<file path="src/rtl/dmi_arbiter_if.sv">
// Bundle of the two requester ports and the downstream DMI channel of dmi_arbiter.
// slave is the arbiter's view; master is the surrounding logic's view.
interface dmi_arbiter_if #(
  parameter int unsigned ADDR_W = 7,
  parameter int unsigned DATA_W = 32
);
  logic [1:0]          req_valid;
  logic [1:0]          req_ready;
  logic [2*ADDR_W-1:0] req_addr;
  logic [2*DATA_W-1:0] req_data;
  logic [3:0]          req_op;
  logic [1:0]          resp_valid;
  logic [1:0]          resp_ready;
  logic [DATA_W-1:0]   resp_data;
  logic [1:0]          resp_resp;
  logic                dmi_req_valid;
  logic                dmi_req_ready;
  logic [ADDR_W-1:0]   dmi_req_addr;
  logic [DATA_W-1:0]   dmi_req_data;
  logic [1:0]          dmi_req_op;
  logic                dmi_resp_valid;
  logic                dmi_resp_ready;
  logic [DATA_W-1:0]   dmi_resp_data;
  logic [1:0]          dmi_resp_resp;
  logic                busy;

  modport slave (
    input  req_valid, req_addr, req_data, req_op, resp_ready,
           dmi_req_ready, dmi_resp_valid, dmi_resp_data, dmi_resp_resp,
    output req_ready, resp_valid, resp_data, resp_resp,
           dmi_req_valid, dmi_req_addr, dmi_req_data, dmi_req_op, dmi_resp_ready, busy
  );

  modport master (
    output req_valid, req_addr, req_data, req_op, resp_ready,
           dmi_req_ready, dmi_resp_valid, dmi_resp_data, dmi_resp_resp,
    input  req_ready, resp_valid, resp_data, resp_resp,
           dmi_req_valid, dmi_req_addr, dmi_req_data, dmi_req_op, dmi_resp_ready, busy
  );
endinterface

</file>
<file path="src/rtl/dmi_arbiter.sv">
// Round-robin arbiter sharing one DMI channel between the JTAG DTM (0) and system DAP (1).
// Define DMI_ARB_TIMEOUT_EN to abort stalled WAITs after TIMEOUT cycles and drain the late reply.
module dmi_arbiter #(
  parameter int unsigned ADDR_W  = 7,
  parameter int unsigned DATA_W  = 32,
  parameter int unsigned TIMEOUT = 255
) (
  input logic          clock,
  input logic          reset,
  dmi_arbiter_if.slave bus
);

  typedef enum logic [2:0] {
    StIdle,
    StReq,
    StWait,
    StResp
`ifdef DMI_ARB_TIMEOUT_EN
    ,
    StDrain
`endif
  } state_e;

  state_e            state_q;
  logic              owner_q;
  logic              ptr_q;
  logic [ADDR_W-1:0] addr_q;
  logic [DATA_W-1:0] data_q;
  logic [1:0]        op_q;
  logic              dmi_req_valid_q;
  logic              dmi_resp_ready_q;
  logic [1:0]        resp_valid_q;
  logic [DATA_W-1:0] resp_data_q;
  logic [1:0]        resp_resp_q;
  logic              busy_q;

`ifdef DMI_ARB_TIMEOUT_EN
  localparam logic [7:0] TimeoutLast = 8'(TIMEOUT - 1);
  logic [7:0] cnt_q;
  logic       abort_q;
`endif

  logic              winner;
  logic [1:0]        grant;
  logic [ADDR_W-1:0] sel_addr;
  logic [DATA_W-1:0] sel_data;
  logic [1:0]        sel_op;
  logic              sel_xfer;

  always_comb begin
    grant  = 2'b00;
    winner = 1'b0;
    if (state_q == StIdle && !reset) begin
      case (bus.req_valid)
        2'b01:   begin grant = 2'b01; winner = 1'b0;  end
        2'b10:   begin grant = 2'b10; winner = 1'b1;  end
        2'b11:   begin grant = ptr_q ? 2'b10 : 2'b01; winner = ptr_q; end
        default: ;
      endcase
    end
    sel_addr = winner ? bus.req_addr[2*ADDR_W-1:ADDR_W] : bus.req_addr[ADDR_W-1:0];
    sel_data = winner ? bus.req_data[2*DATA_W-1:DATA_W] : bus.req_data[DATA_W-1:0];
    sel_op   = winner ? bus.req_op[3:2] : bus.req_op[1:0];
    // Only read and write reach the bridge; NOP and reserved complete locally.
    sel_xfer = (sel_op == 2'd1) || (sel_op == 2'd2);
  end

  always_ff @(posedge clock or posedge reset) begin
    if (reset) begin
      state_q          <= StIdle;
      owner_q          <= 1'b0;
      ptr_q            <= 1'b0;
      addr_q           <= '0;
      data_q           <= '0;
      op_q             <= 2'd0;
      dmi_req_valid_q  <= 1'b0;
      dmi_resp_ready_q <= 1'b0;
      resp_valid_q     <= 2'b00;
      resp_data_q      <= '0;
      resp_resp_q      <= 2'd0;
      busy_q           <= 1'b0;
`ifdef DMI_ARB_TIMEOUT_EN
      cnt_q            <= 8'd0;
      abort_q          <= 1'b0;
`endif
    end else begin
      case (state_q)
        StIdle: begin
          if (|grant) begin
            owner_q <= winner;
            ptr_q   <= ~winner;
            addr_q  <= sel_addr;
            data_q  <= sel_data;
            op_q    <= sel_op;
            busy_q  <= 1'b1;
            if (sel_xfer) begin
              state_q         <= StReq;
              dmi_req_valid_q <= 1'b1;
            end else begin
              state_q      <= StResp;
              resp_valid_q <= grant;
              resp_data_q  <= '0;
              resp_resp_q  <= 2'd0;
            end
          end
        end
        StReq: begin
          if (bus.dmi_req_ready) begin
            state_q          <= StWait;
            dmi_req_valid_q  <= 1'b0;
            dmi_resp_ready_q <= 1'b1;
`ifdef DMI_ARB_TIMEOUT_EN
            cnt_q            <= 8'd0;
`endif
          end
        end
        StWait: begin
          // A reply in the terminal cycle takes precedence over the abort.
          if (bus.dmi_resp_valid) begin
            state_q          <= StResp;
            dmi_resp_ready_q <= 1'b0;
            resp_valid_q     <= owner_q ? 2'b10 : 2'b01;
            resp_data_q      <= bus.dmi_resp_data;
            resp_resp_q      <= bus.dmi_resp_resp;
          end
`ifdef DMI_ARB_TIMEOUT_EN
          else if (cnt_q == TimeoutLast) begin
            state_q          <= StResp;
            dmi_resp_ready_q <= 1'b0;
            resp_valid_q     <= owner_q ? 2'b10 : 2'b01;
            resp_data_q      <= '0;
            resp_resp_q      <= 2'd2;
            abort_q          <= 1'b1;
          end else begin
            cnt_q <= cnt_q + 8'd1;
          end
`endif
        end
        StResp: begin
          if (bus.resp_ready[owner_q]) begin
            resp_valid_q <= 2'b00;
`ifdef DMI_ARB_TIMEOUT_EN
            if (abort_q) begin
              state_q          <= StDrain;
              dmi_resp_ready_q <= 1'b1;
              abort_q          <= 1'b0;
            end else begin
              state_q <= StIdle;
              busy_q  <= 1'b0;
            end
`else
            state_q <= StIdle;
            busy_q  <= 1'b0;
`endif
          end
        end
`ifdef DMI_ARB_TIMEOUT_EN
        StDrain: begin
          if (bus.dmi_resp_valid) begin
            state_q          <= StIdle;
            dmi_resp_ready_q <= 1'b0;
            busy_q           <= 1'b0;
          end
        end
`endif
        default: state_q <= StIdle;
      endcase
    end
  end

  assign bus.req_ready      = grant;
  assign bus.resp_valid     = resp_valid_q;
  assign bus.resp_data      = resp_data_q;
  assign bus.resp_resp      = resp_resp_q;
  assign bus.dmi_req_valid  = dmi_req_valid_q;
  assign bus.dmi_req_addr   = addr_q;
  assign bus.dmi_req_data   = data_q;
  assign bus.dmi_req_op     = op_q;
  assign bus.dmi_resp_ready = dmi_resp_ready_q;
  assign bus.busy           = busy_q;

endmodule

</file>
<file path="src/flat_wrapper.sv">
// flat-port wrapper written by rule: the top's interface ports become plain ports
module dmi_arbiter_flat 
#(
  parameter int unsigned ADDR_W  = 7,
  parameter int unsigned DATA_W  = 32,
  parameter int unsigned TIMEOUT = 255
)
  (clock, reset, bus_req_valid, bus_req_addr, bus_req_data, bus_req_op, bus_resp_ready, bus_dmi_req_ready, bus_dmi_resp_valid, bus_dmi_resp_data, bus_dmi_resp_resp, bus_req_ready, bus_resp_valid, bus_resp_data, bus_resp_resp, bus_dmi_req_valid, bus_dmi_req_addr, bus_dmi_req_data, bus_dmi_req_op, bus_dmi_resp_ready, bus_busy);
  dmi_arbiter_if #(.ADDR_W(ADDR_W), .DATA_W(DATA_W)) bus_i ();
  input logic clock;
  input logic reset;
  input wire logic [$bits(bus_i.req_valid)-1:0] bus_req_valid;
  input wire logic [$bits(bus_i.req_addr)-1:0] bus_req_addr;
  input wire logic [$bits(bus_i.req_data)-1:0] bus_req_data;
  input wire logic [$bits(bus_i.req_op)-1:0] bus_req_op;
  input wire logic [$bits(bus_i.resp_ready)-1:0] bus_resp_ready;
  input wire logic [$bits(bus_i.dmi_req_ready)-1:0] bus_dmi_req_ready;
  input wire logic [$bits(bus_i.dmi_resp_valid)-1:0] bus_dmi_resp_valid;
  input wire logic [$bits(bus_i.dmi_resp_data)-1:0] bus_dmi_resp_data;
  input wire logic [$bits(bus_i.dmi_resp_resp)-1:0] bus_dmi_resp_resp;
  output wire logic [$bits(bus_i.req_ready)-1:0] bus_req_ready;
  output wire logic [$bits(bus_i.resp_valid)-1:0] bus_resp_valid;
  output wire logic [$bits(bus_i.resp_data)-1:0] bus_resp_data;
  output wire logic [$bits(bus_i.resp_resp)-1:0] bus_resp_resp;
  output wire logic [$bits(bus_i.dmi_req_valid)-1:0] bus_dmi_req_valid;
  output wire logic [$bits(bus_i.dmi_req_addr)-1:0] bus_dmi_req_addr;
  output wire logic [$bits(bus_i.dmi_req_data)-1:0] bus_dmi_req_data;
  output wire logic [$bits(bus_i.dmi_req_op)-1:0] bus_dmi_req_op;
  output wire logic [$bits(bus_i.dmi_resp_ready)-1:0] bus_dmi_resp_ready;
  output wire logic [$bits(bus_i.busy)-1:0] bus_busy;
  assign bus_i.req_valid = bus_req_valid;
  assign bus_i.req_addr = bus_req_addr;
  assign bus_i.req_data = bus_req_data;
  assign bus_i.req_op = bus_req_op;
  assign bus_i.resp_ready = bus_resp_ready;
  assign bus_i.dmi_req_ready = bus_dmi_req_ready;
  assign bus_i.dmi_resp_valid = bus_dmi_resp_valid;
  assign bus_i.dmi_resp_data = bus_dmi_resp_data;
  assign bus_i.dmi_resp_resp = bus_dmi_resp_resp;
  assign bus_req_ready = bus_i.req_ready;
  assign bus_resp_valid = bus_i.resp_valid;
  assign bus_resp_data = bus_i.resp_data;
  assign bus_resp_resp = bus_i.resp_resp;
  assign bus_dmi_req_valid = bus_i.dmi_req_valid;
  assign bus_dmi_req_addr = bus_i.dmi_req_addr;
  assign bus_dmi_req_data = bus_i.dmi_req_data;
  assign bus_dmi_req_op = bus_i.dmi_req_op;
  assign bus_dmi_resp_ready = bus_i.dmi_resp_ready;
  assign bus_busy = bus_i.busy;
  dmi_arbiter #(.ADDR_W(ADDR_W), .DATA_W(DATA_W), .TIMEOUT(TIMEOUT)) u_core (.clock(clock), .reset(reset), .bus(bus_i));
endmodule
</file>
<file path="config.mk">
export PLATFORM = sky130hd
export DESIGN_NAME = dmi_arbiter_flat
export DESIGN_NICKNAME = d
export VERILOG_FILES = /design/src/rtl/dmi_arbiter_if.sv /design/src/rtl/dmi_arbiter.sv /design/src/flat_wrapper.sv
export SDC_FILE = /design/constraint.sdc
export NUM_CORES = 1
export LEC_CHECK = 0
export ABC_AREA = 1
export CAP_MARGIN = 15
export CORE_ASPECT_RATIO = 0.8
export CORE_MARGIN = 5
export CORE_UTILIZATION = 37
export CTS_BUF_LIST = sky130_fd_sc_hd__clkbuf_8
export CTS_CLUSTER_DIAMETER = 120
export DETAILED_ROUTE_END_ITERATION = 10
export PLACE_DENSITY = 0.89
export RECOVER_POWER = 50
export SETUP_SLACK_MARGIN = 0.02
export SLEW_MARGIN = 5
export SYNTH_ARGS = -nofsm -noshare
export SYNTH_HDL_FRONTEND = slang
export SYNTH_SLANG_ARGS = --single-unit
</file>
<file path="constraint.sdc">
create_clock -name clock -period 2.75 [get_ports clock]
set_input_delay 0.55 -clock clock [delete_from_list [all_inputs] [get_ports clock]]
set_output_delay 0.55 -clock clock [all_outputs]
set_load 0.1 [all_outputs]
</file>
==> results of run 1 <==
## worst max-delay path: cells and delay by family (launching register included)
family / cells / cell delay, ns
flops: 1 / 0.43
simple gates: 2 / 0.29
buf+inv: 4 / 0.56
fa+ha+maj: 1 / 0.32
## registers in the layout (all words and copies together), names as in the netlist
signal,cells
u_core.bus.dmi_req_op,2
u_core.state_q,2
u_core.bus.resp_resp,2
u_core.bus.resp_data,32
u_core.owner_q,1
u_core.ptr_q,1
u_core.bus.dmi_resp_ready,1
u_core.bus.dmi_req_data,32
u_core.bus.dmi_req_valid,1
u_core.bus.busy,1
u_core.bus.resp_valid,2
u_core.bus.dmi_req_addr,7
## layout make-up
cell class | count | area, µm² | share of cell area [%]
flip-flops and latches | 84 | 2100 | 35.8
repair buffers | 213 | 1770 | 30.2
multi-input cells | 333 | 1530 | 26.1
well taps | 140 | 175 | 2.98
clock buffers | 9 | 124 | 2.11
inverters | 22 | 83.8 | 1.43
clock inverters | 7 | 81.3 | 1.38
## worst paths after layout
path                       slack [ns]  depth (start not counted)                          to
min in group asynchronous        0.77                          2  u_core.bus.dmi_req_addr[3]
hold reg to reg                  0.48                          2    u_core.bus.dmi_req_valid
max in group asynchronous        0.63                          3     u_core.bus.resp_data[9]
hold / removal                   0.48                          2    u_core.bus.dmi_req_valid
setup reg to reg                 0.50                         11     u_core.bus.resp_data[6]
setup / recovery                 0.24                          7            bus_req_ready[0]
## through the flow
stage / utilization [%] / worst slack (ns) / area (µm²) / setup TNS [ns]
floorplan: - / -0.00176 / 3850 / -0.00176
global placement: 57.3 / 0.380 / 5840 / 0
detailed placement: 57.3 / 0.300 / 5840 / 0
CTS: 59.3 / 0.196 / 6040 / 0
global route: 57.6 / 0.0441 / 5870 / 0
finish: 57.6 / 0.236 / 5870 / 0
## Yosys cell counts
cell        n  share of area [%]
ha_1        5                1.6
nand3_4     3                1.4
buf_2       6               0.78
nor2_8      1               0.52
clkbuf_1   12                1.2
nand3_2     1               0.26
inv_2       2               0.20
clkinv_1    1              0.098
o22ai_1     1               0.16
nand4_1    38                6.2
or2_2       1               0.16
a21oi_1     2               0.26
buf_6       3               0.88
dfrtp_1    84                 55
nand3_1    43                5.6
o21ai_0    10                1.3
buf_1       4               0.39
inv_1      19                1.9
nand2_1   220                 21
a22oi_1     2               0.39
nor2_1      6               0.59
## kinds of logic (layout without fill, tap and decap cells)
| group | after synthesis | count (layout) | synth area share (%) |
|---|---|---|---|
| AO/OA/AOI/OAI | 15 | 15 | 2.12 |
| flip-flops | 84 | 84 | 54.7 |
| adder cells (fa/ha/maj) | 5 | 5 | 1.63 |
| buffers and inverters | 47 | 251 | 5.37 |
| AND/OR/NAND/NOR | 313 | 313 | 36.2 |
## layer usage
metal	track usage, %	vias up
li1	-	1898
met1	23.4	1864
met2	31.5	230
met3	7.20	20
met4	6.06	0
met5	0	-
==> results.yml, run 1 <==
route:
  first_pass_iters: 5
  antenna_left: 0
  avgViaCountPerCell: 4.97
  wl_per_cell_um: 14.7
  top_layer: "met4"
  wl_met1_um: 4530
  wl_met2_um: 5650
  wl_met3_um: 1480
  drc_errors: 0
  drt_iter0_markers: 269
  wirelength_um: 11900
  dr_total_vias: 4012
global_routing:
  grt_pass1_vias: 3999
  track_usage_pct: 19.1
  grt.overflow.total: 0
  antenna_found_initial: 0
  grt_max_degree: 45
  grt_pass1_wl_um: 19000
sta:
  relSlewSlack_pct: 20.1
  grt_setup_unrepaired: "false"
  fmax_mhz: 398
  fin_crit_sh_pct: 91.4
  final_hold_viol_count: 0
  min_period_ns: 2.51
  fin_skew_ns: 0.00894
  hold_ws_ns: 0.479
  finalMaxSlewViolations: 0
  worst_slew_pin_slew_ns: 1.20
  setup_violations: 0
critical_path:
  r2r_start: "u_core.state_q[0]"
  worstSetupStartpointType: "flop"
  crit_top_cell: "inv_1"
  critical_path_peak_fanout: 6
  critPathCaptureType: "output pin"
  worst-setup-path-type: "reg -> out"
  cp_cell_sequence: "inv_1 > ha_1 > inv_2 > nor2_8 > nand3_2 > inv_1 > buf_12"
  required_ns: 2.20
  crit_arrival_ns: 1.96
  crit_start: "u_core.state_q[0]"
  slowest_delay_ns: 0.43
  cp_slowest_cell: "dfrtp_1"
status:
  status: "complete, no violations"
yosys:
  syn_area_um2: 3840
  ys_ff_latch: 84
  synth_cell_type_count: 21
  synth_cells: 464
  ys_warn_count: 0
  synth_seq_area_share_pct: 54.7
  avgSynthCellArea_um2: 8.28
  synthesis.nets: 593
cts:
  cts-root-buf: "clkbuf_8"
  tritoncts: "done"
  htreeDepth: 3
  postCtsSetupBuffers: 0
  clock-sinks: 84
  postCtsHoldBufs: 0
  clkLatencyLatePin_ns: 0.35
  cts_resized: 0
  clk_pin_slew_ns: 0.09
  cts_buffers: 9
  clockBufferDepth: 2
floorplanning:
  rows: 33
  dieHeight_um: 101
  initial_core_util_pct: 37.7
  core_area_um2: 10200
  io_pins: 206
  dieArea_um2: 12500
  die_w_um: 124
placement:
  dp_hpwl_um: 9080
  port_buffers: 205
  numPlacedInstances: 792
  gp_congestion: 0.870
cells_and_area:
  diodes: 0
  drive_above_1_share_pct: 11.1
  final_cell_mix: "nand2_1 (220), clkdlybuf4s50_1 (122), dfrtp_1 (84)"
  final_common_cell: "nand2_1"
  final_cells: 808
  area_growth_pct: 52.8
  nets: 792
  fill_cells: 903
flow_run:
  cap_violations: 0
min_path:
  min_path_type: "reg -> reg"
  hp-start: "u_core.bus.dmi_req_valid"
Power of run 1 is left out: the tool's default activity adds up to more than one toggle a clock period on the data nets, which glitch-free logic cannot reach.
==> run 2: changes to the inputs <==
--- a/config.mk
+++ b/config.mk
@@ -6,9 +6,9 @@
 export NUM_CORES = 1
 export LEC_CHECK = 0
 export ABC_AREA = 1
+export ABC_CLOCK_PERIOD_IN_PS = 2750
 export CAP_MARGIN = 15
 export CORE_ASPECT_RATIO = 0.8
-export CORE_MARGIN = 5
 export CORE_UTILIZATION = 37
 export CTS_BUF_LIST = sky130_fd_sc_hd__clkbuf_8
 export CTS_CLUSTER_DIAMETER = 120
==> results.yml, run 2 (same netlist as run 1, synthesis figures left out) <==
status:
  status: "complete, no violations"
cts:
  clockBufferDepth: 2
  postCtsSetupBuffers: 0
  cts_buffers: 9
  clkLatencyLatePin_ns: 0.35
  cts-root-buf: "clkbuf_8"
  postCtsHoldBufs: 0
  clock-sinks: 84
  tritoncts: "done"
  clk_pin_slew_ns: 0.09
  cts_resized: 0
  htreeDepth: 3
critical_path:
  required_ns: 2.20
  slowest_delay_ns: 0.44
  crit_top_cell: "inv_1"
  crit_arrival_ns: 2.01
  cp_cell_sequence: "inv_1 > ha_1 > inv_2 > nor2_8 > nand3_2 > inv_1 > buf_12"
  crit_buf_inv: 4
  critPathCaptureType: "output pin"
  crit_family: "buffers and inverters"
  cp_slowest_cell: "dfrtp_1"
  worstSetupStartpointType: "flop"
  critical_path_peak_fanout: 6
  worst-setup-path-type: "reg -> out"
placement:
  dpl-instance-area_um2: 5850
  port_buffers: 205
  gp_congestion: 0.817
  numPlacedInstances: 790
  dp_hpwl_um: 8520
global_routing:
  grt_pass1_vias: 3891
  grt.overflow.total: 0
  grt_max_degree: 42
  antenna_found_initial: 0
  grt_pass1_wl_um: 18000
  track_usage_pct: 21.4
route:
  wirelength_um: 11400
  avgViaCountPerCell: 4.89
  first_pass_iters: 4
  drt_iter0_markers: 232
  drc_errors: 0
  antenna_left: 0
  wl_per_cell_um: 14.1
  dr_total_vias: 3944
sta:
  final_hold_viol_count: 0
  worst_slew_pin_slew_ns: 1.22
  fin_crit_sh_pct: 93.2
  min_period_ns: 2.56
  setup_violations: 0
  relSlewSlack_pct: 19.3
  fin_tns_setup_ns: 0
  hold_ws_ns: 0.479
  finalMaxSlewViolations: 0
  grt_setup_unrepaired: "false"
  fin_skew_ns: 0.0132
  fmax_mhz: 390
cells_and_area:
  drive_above_1_share_pct: 11.3
  diodes: 0
  ff_latch_area_um2: 2100
  area_growth_pct: 53.2
  multiInputGateArea_um2: 1530
  final_common_cell: "nand2_1"
  nets: 794
  fill_cells: 865
  final_cell_mix: "nand2_1 (220), clkdlybuf4s50_1 (122), dfrtp_1 (84)"
  fin_area_um2: 5890
  final_cells: 806
floorplanning:
  dieArea_um2: 10800
  die_w_um: 116
  initial_core_util_pct: 39.0
  rows: 32
  dieHeight_um: 93.2
  io_pins: 206
  core_area_um2: 9850
flow_run:
  cap_violations: 0
min_path:
  min_path_type: "reg -> reg"
==> run 2: cell count changes in the layout (fill, tap and decap cells not counted), sizes merged <==
cell / previous run / this run
clkinvlp: 1 / 3
clkbuf: 52 / 53
clkinv: 3 / 2
inv: 24 / 22
buf: 47 / 49
==> run 2: worst paths after layout <==
check                           slack, ns  cells after the start                          end                     from
worst max register to register       0.34                     11      u_core.bus.resp_data[9]        u_core.state_q[0]
worst min-delay path                 0.48                      2      u_core.bus.resp_resp[1]  u_core.bus.resp_resp[1]
min in group asynchronous            1.00                      2   u_core.bus.dmi_req_addr[2]                    reset
worst min register to register       0.48                      2      u_core.bus.resp_resp[1]  u_core.bus.resp_resp[1]
max in group asynchronous            0.38                      3  u_core.bus.dmi_req_data[22]                    reset
worst max-delay path                 0.19                      7             bus_req_ready[0]        u_core.state_q[0]
==> run 2: metal layers <==
metal / global-route usage (%) / wire [µm] / vias to the layer above
li1: - / - / 1910
met1: 25.1 / 4740 / 1819
met2: 36.0 / 5310 / 187
met3: 6.48 / 967 / 28
met4: 9.62 / 340 / 0
met5: 0 / 0 / -
==> run 2: worst reg2reg max path, delay by kind of cell, from the launching register on <==
family / cells / cell delay [ns]
buffers and inverters: 2 / 0.24
AND/OR/NAND/NOR: 8 / 1.27
adder cells (fa/ha/maj): 1 / 0.34
flip-flops: 1 / 0.44
==> run 2: metrics by stage <==
stage | worst slack (ns) | util [%]
4_1_cts | 0.159 | 61.5
3_5_place_dp | 0.198 | 59.4
3_3_place_gp | 0.288 | 59.4
2_1_floorplan | -0.00176 | -
6_report | 0.187 | 59.8
5_1_grt | 0.0478 | 59.8
==> run 2: cell type report <==
cell class	instances	area share, %
flip-flops and latches	84	35.7
repair buffers	215	30.4
multi-input cells	333	26.1
well taps	136	2.89
clock buffers	10	2.34
inverters	22	1.42
clock inverters	6	1.21
Power of run 2 is left out for the same reason.
